**src/rtl/tdm_1to4_demux_pkg.sv**
```systemverilog
// Shared constants and types for the TDM nibble-bus receiver (and future transmitter).
package tdm_1to4_demux_pkg;

    localparam int NCH       = 4;
    localparam int CH_IDX_W  = 2;
    localparam int ERR_CNT_W = 8;

    typedef enum logic {
        ST_HUNT = 1'b0,
        ST_RUN  = 1'b1
    } state_t;

    // Increment that sticks at all-ones instead of wrapping.
    function automatic logic [ERR_CNT_W-1:0] sat_inc(input logic [ERR_CNT_W-1:0] v);
        logic [ERR_CNT_W-1:0] r;
        if (v == {ERR_CNT_W{1'b1}}) begin
            r = v;
        end else begin
            r = v + 1'b1;
        end
        return r;
    endfunction

endpackage

```
**src/rtl/tdm_1to4_demux.sv**
```systemverilog
// Receive side of the 4-channel TDM nibble bus: collects ch0..ch2 in staging
// registers and publishes all four channels atomically when the ch3 word lands.
import tdm_1to4_demux_pkg::*;

module tdm_1to4_demux #(
    parameter int DATA_W = 4
) (
    input  logic              clk,
    input  logic              reset,
    input  logic [DATA_W-1:0] din,
    input  logic              din_valid,
    input  logic              sof,
    output logic [DATA_W-1:0] ch0,
    output logic [DATA_W-1:0] ch1,
    output logic [DATA_W-1:0] ch2,
    output logic [DATA_W-1:0] ch3,
    output logic [3:0]        ch_valid,
    output logic              frame_done,
    output logic              sync_err,
    output logic [7:0]        err_cnt,
    output logic [1:0]        cur_ch
);

    state_t                 state_reg, state_next;
    logic [CH_IDX_W-1:0]    cur_ch_reg, cur_ch_next;
    logic [NCH-1:0]         ch_valid_reg, ch_valid_next;
    logic                   frame_done_reg, frame_done_next;
    logic                   sync_err_reg, sync_err_next;
    logic [ERR_CNT_W-1:0]   err_cnt_reg, err_cnt_next;

    // The ch3 word bypasses staging and goes straight to the output bank,
    // so only ch0..ch2 need holding registers.
    logic [DATA_W-1:0]      stage_reg [NCH-1];
    logic [NCH-2:0]         stage_we;
    logic                   publish;
    logic [DATA_W-1:0]      out_reg   [NCH];

    // Next-state, staging write enables and pulse outputs for the accepted word.
    always_comb begin
        state_next      = state_reg;
        cur_ch_next     = cur_ch_reg;
        ch_valid_next   = '0;
        frame_done_next = 1'b0;
        sync_err_next   = 1'b0;
        err_cnt_next    = err_cnt_reg;
        stage_we        = '0;
        publish         = 1'b0;
        if (din_valid) begin
            case (state_reg)
                ST_HUNT: begin
                    // Non-sof words while hunting are silently discarded.
                    if (sof) begin
                        stage_we[0]   = 1'b1;
                        ch_valid_next = 4'b0001;
                        cur_ch_next   = 2'd1;
                        state_next    = ST_RUN;
                    end
                end
                ST_RUN: begin
                    if (sof) begin
                        // sof mid-frame is a short frame; it still starts a new one.
                        if (cur_ch_reg != 2'd0) begin
                            sync_err_next = 1'b1;
                            err_cnt_next  = sat_inc(err_cnt_reg);
                        end
                        stage_we[0]   = 1'b1;
                        ch_valid_next = 4'b0001;
                        cur_ch_next   = 2'd1;
                    end else if (cur_ch_reg == 2'd0) begin
                        // Expected a frame start but got a continuation word.
                        sync_err_next = 1'b1;
                        err_cnt_next  = sat_inc(err_cnt_reg);
                        state_next    = ST_HUNT;
                    end else begin
                        ch_valid_next[cur_ch_reg] = 1'b1;
                        cur_ch_next               = cur_ch_reg + 2'd1;
                        if (cur_ch_reg == 2'd3) begin
                            publish         = 1'b1;
                            frame_done_next = 1'b1;
                        end else if (cur_ch_reg == 2'd1) begin
                            stage_we[1] = 1'b1;
                        end else begin
                            stage_we[2] = 1'b1;
                        end
                    end
                end
                default: state_next = ST_HUNT;
            endcase
        end
    end

    // FSM, channel counter, pulse outputs and error counter registers.
    always_ff @(posedge clk or posedge reset) begin
        if (reset) begin
            state_reg      <= ST_HUNT;
            cur_ch_reg     <= '0;
            ch_valid_reg   <= '0;
            frame_done_reg <= 1'b0;
            sync_err_reg   <= 1'b0;
            err_cnt_reg    <= '0;
        end else begin
            state_reg      <= state_next;
            cur_ch_reg     <= cur_ch_next;
            ch_valid_reg   <= ch_valid_next;
            frame_done_reg <= frame_done_next;
            sync_err_reg   <= sync_err_next;
            err_cnt_reg    <= err_cnt_next;
        end
    end

    genvar gi;
    generate
        for (gi = 0; gi < NCH - 1; gi++) begin : g_stage
            // Staging register for channel gi; written only when that word is accepted.
            always_ff @(posedge clk or posedge reset) begin
                if (reset) begin
                    stage_reg[gi] <= '0;
                end else if (stage_we[gi]) begin
                    stage_reg[gi] <= din;
                end
            end

            // Published word for channel gi, copied from staging on frame completion.
            always_ff @(posedge clk or posedge reset) begin
                if (reset) begin
                    out_reg[gi] <= '0;
                end else if (publish) begin
                    out_reg[gi] <= stage_reg[gi];
                end
            end
        end
    endgenerate

    // Published ch3 word, taken directly from the bus on the completing edge.
    always_ff @(posedge clk or posedge reset) begin
        if (reset) begin
            out_reg[NCH-1] <= '0;
        end else if (publish) begin
            out_reg[NCH-1] <= din;
        end
    end

    assign ch0        = out_reg[0];
    assign ch1        = out_reg[1];
    assign ch2        = out_reg[2];
    assign ch3        = out_reg[3];
    assign ch_valid   = ch_valid_reg;
    assign frame_done = frame_done_reg;
    assign sync_err   = sync_err_reg;
    assign err_cnt    = err_cnt_reg;
    assign cur_ch     = cur_ch_reg;

endmodule

```
**config.mk**
```make
export PLATFORM = sky130hd
export DESIGN_NAME = tdm_1to4_demux
export DESIGN_NICKNAME = d
export VERILOG_FILES = /design/src/rtl/tdm_1to4_demux_pkg.sv /design/src/rtl/tdm_1to4_demux.sv
export SDC_FILE = /design/constraint.sdc
export NUM_CORES = 1
export LEC_CHECK = 0
export CAP_MARGIN = 20
export CORE_MARGIN = 4
export CORE_UTILIZATION = 40
export CTS_BUF_LIST = sky130_fd_sc_hd__clkbuf_16
export CTS_CLUSTER_SIZE = 28
export DETAILED_ROUTE_END_ITERATION = 7
export PLACE_DENSITY = 0.65
export SLEW_MARGIN = 20
export SYNTH_ARGS = -nofsm -noshare
export SYNTH_HDL_FRONTEND = slang
export SYNTH_SLANG_ARGS = --single-unit
```
**constraint.sdc**
```tcl
create_clock -name clk -period 3.1 [get_ports clk]
set_input_delay 0.465 -clock clk [delete_from_list [all_inputs] [get_ports clk]]
set_output_delay 0.465 -clock clk [all_outputs]
set_load 0.1 [all_outputs]
```
# After elaboration in Yosys (flattened, before gate mapping)
# Cells that the tools add are included.
# op_classes
n_lt_le_gt_ge	2
mul	0
n_div	0
muxes	36
n_eq_ne	6
bitwise_logic	1
addsub	2
shifts	0
n_reduce_logical	6
# ops
op	count
2-to-1 mux 8 bit	4
2-to-1 mux 1 bit	17
2-to-1 mux 2 bit	7
2-to-1 mux 4 bit	3
adder 8 x 1 -> 8 bit, second input constant	1
equality test 8 bit, second input constant	1
one-hot mux 4 bit (2 select lines)	1
one-hot mux 2 bit (2 select lines)	1
AND reduction 4 bit	1
nonzero test 2 bit	2
less-than comparator 2 x 3 -> 1 bit, second input constant	1
2-to-1 mux 3 bit	1
!= test 3 bit, second input constant	1
AND reduction 3 bit	1
adder 2 x 1 -> 2 bit, second input constant	1
demux 1 bit (select 2 bit)	1
equality test 2 x 1 -> 1 bit, second input constant	1
equality test 2 bit, second input constant	1
greater-or-equal comparator 2 x 1 -> 1 bit, second input constant	1
zero test 2 bit	1
!= test 2 x 1 -> 1 bit, second input constant	1
!= test 2 bit, second input constant	1
one-hot mux 1 bit (2 select lines)	1
logical AND 1 bit	1
inverter 1 bit	1
# word_totals
romBits	0
word_cells	66
input_bits	8
memories	0
ram_bits	0
latchBits	0
register_bits	45

# Logic depth before layout (Yosys ltp)
# logic_depth
ltp_word	8
ltp_mapped	6
ltp_nobuf	6

# Worst setup path before layout
# OpenSTA, ideal clock, no wires.
# synth_timing
kind	register to register
start	reg cur_ch_reg[0] (netlist: cur_ch[0])
end	reg err_cnt_reg[5] (netlist: err_cnt[5])
path_stages_with_launch	7
setup_time_ns	0.126
t_required_ns	2.974
arrival_ns	2.377
slack_ns	0.597
cell_sequence	dfrtp_1 > inv_1 > ha_1 > ha_1 > nor3_4 > nand4_1 > mux2_2
# synth_via
elab_chain_cells	3
word_cells_on_any_way	5
cone_classes	eq/ne (1); reduce/logical (4)
# synth_lines
item	line	source
start, declared	tdm_1to4_demux.sv:25	logic [CH_IDX_W-1:0] cur_ch_reg, cur_ch_next;
start signal, assigned	tdm_1to4_demux.sv:103	cur_ch_reg <= cur_ch_next;
nonzero test 2 bit / zero test 2 bit (equally long branches)	tdm_1to4_demux.sv:62, tdm_1to4_demux.sv:69	
!= test 2 x 1 -> 1 bit (no source line) / nonzero test 2 bit (equally long branches)	-	
AND reduction 4 bit (no source line) *	-	
end signal, assigned	tdm_1to4_demux.sv:107	err_cnt_reg <= err_cnt_next;
end, declared	tdm_1to4_demux.sv:29	logic [ERR_CNT_W-1:0] err_cnt_reg, err_cnt_next;
# Every way passes the cells marked *; elsewhere a longest branch is shown, timed or not.
# A chain may end at the register's enable or synchronous reset.

# Worst setup path in the final report
# Same ends and word-level chain as after synthesis.

==> results.txt <==
Largest family of logic cells by synthesized area -> multiplexers
Status -> finished clean
Wire per inst -> 15.2 um
Slowest CP cell -> dfrtp_1
Max Cap Viol -> 0
First-pass GRT wire length -> 5.99 mm
Setup crit start -> cur_ch[0]
Post-Synth Adder-Cell Area -> 0.0532
Antenna violations before repair -> 0
Commonest non-fill, non-tap cell in the layout -> dfrtp_1
Cell mode on critical path -> ha_1
FMAX -> 529 MHz
Final setup viols -> 0
Post-route DRC -> 0
Mapped Cells -> 133
Max FFs per register -> 12
Slowest stage delay, CP -> 0.42 ns
Via count -> 1179
Core area -> 4440 um2
Setup TNS -> 0 ns
Worst reg2reg startpoint -> cur_ch[0]
Clock buffer count from CTS -> 5
Die X-Extent -> 76.6 um
Slew Limit Fails -> 0
Worst Setup Path Type -> reg2reg
Clock tree buffer depth -> 2
Vias in the first global route -> 1283
Seq/Total Area, Yosys -> 0.585
Required @ worst endpoint -> 3.27 ns
Post-synthesis mux area share -> 0.209
I/O Buffers -> 39
Layout area overhead -> 28.1%
Clock latency on the worst-skew pair -> 0.28 ns
RSZ-0062 raised after global routing -> no
Crit-path cells -> inv_1, ha_1, ha_1, nor3_4, nand4_1, mux2_2
Clock slew at reported path FFs -> 0.06 ns
Postcts setup bufs -> 0
Initial core utilization -> 0.423
Final wirelength -> 3.51 mm
Synth Area in Compound Gates -> 0.0213
Share of cells above drive strength 1 -> 0.430
Die height -> 76.6 um
PostCTS Resize Cnt -> 0
Max FO, Critical Path -> 8
Layout Skew -> 0.00619 ns
Antenna cells -> 0
Slew margin rel. -> 0.772
Post-synthesis simple-gate area fraction -> 0.0911
YS warnings -> 0
H-tree depth -> 2
Worst slew pin tran -> 0.341 ns
Final Hold Vio Count -> 0
Setup crit end kind -> flip-flop
I/O pin count -> 40
Largest delay share family, worst path -> simple AND/OR/NAND/NOR gates
Hold/Removal Path Class -> in2async
Global Route Usage Sum -> 0.130
Iter 0 DRT Violations -> 50
FP Rows -> 24
CTS tree -> done
CTS Hold Buffers Added -> 0
Grt ovf -> 0
# fillers -> 382
Drt first pass iters -> 4
Most frequent cells in the layout -> dfrtp_1 (44), buf_4 (33), mux2_2 (23), mux2_4 (9), ha_1 (8)
Fin crit period -> 1.89 ns
# clock sinks -> 44
Synth top area share -> 0.585
Vias per cell -> 5.10
Xor/xnor share of the synthesized area -> 0.0140
Post-Syn Area -> 1880 um2
Setup crit start kind -> flip-flop
Gpl congestion -> 0.863
CP arrival -> 2.06 ns
CTS Root Cell -> clkbuf_16
Synth cell types -> 25
Net count after synthesis -> 149
Total die area -> 5870 um2
Largest net degree at the start of global routing -> 28
Post-synth top area cell -> dfrtp_1
NumNets Final -> 195
Post-DP HPWL -> 2.55 mm
Register bit total from synthesis -> 44
Critical path buffers and inverters -> 1
Avg Cell Area, Syn -> 14.1 um2
Period utilization -> 0.609
Final Util -> 0.543
Post-route ant nets -> 0
Top cells by area, synth -> dfrtp_1 (59%), mux2_2 (14%), mux2_4 (7.2%)
## through the flow
stage,setup slack (ns),cell area [um2],hold slack [ns],std cells
floorplan,0.597,1880,0.475,133
global placement,0.978,2250,0.486,223
detailed placement,0.909,2250,0.489,223
CTS,1.21,2380,0.502,230
global route,1.06,2410,0.423,231
finish,1.21,2410,0.409,231
## layer usage
| layer | track usage | wire [um] |
|---|---|---|
| met3 | 0.0520 | 279 |
| met4 | 0.0652 | 27 |
| met1 | 0.150 | 1530 |
| met2 | 0.210 | 1680 |
| met5 | 0 | 0 |
## area by class of cell
type                            count  area [um2]  share of cell area
Inverter                            8        30.0              0.0125
Sequential cell                    44        1100               0.457
Clock inverter                      2        12.5             0.00519
Tap cell                           52        65.1              0.0270
Multi-Input combinational cell     79         732               0.304
Timing Repair Buffer               41         345               0.143
Clock buffer                        5         125              0.0519
## cell usage after synthesis
cell type and number:
nor3_4 1, nand2_4 1, buf_4 1, mux2_4 9, and2_1 1, buf_6 1
nand4_1 2, and2_4 1, nand3_1 4, nor2_1 4, and3_1 3, nor2b_1 2
nand2_2 1, o22ai_1 1, ha_1 8, a21oi_1 2, xnor2_1 3, inv_1 8
a31oi_1 3, dfrtp_1 44, and4_1 1, o21ai_0 1, nand2b_1 2, nand2_1 6
mux2_2 23
## worst paths after layout
check,end,slack (ns),cells after the start
worst min register to register,ch1[1],0.50,1
worst max register to register,err_cnt[5],1.21,6
worst min-delay path,ch_valid[0],0.41,2
max in group asynchronous,stage_reg[1],2.02,4
worst max-delay path,err_cnt[5],1.21,6
min in group clk,ch1[1],0.50,1
## cell families after synthesis
kind of cell	Yosys count
compound gates	7
xor+xnor	3
fa+ha+maj	8
buf+inv	10
flops	44
mux	32
simple gates	29
Power is left out: the tool's default activity adds up to more than one toggle a clock period on the data nets, which glitch-free logic cannot reach.
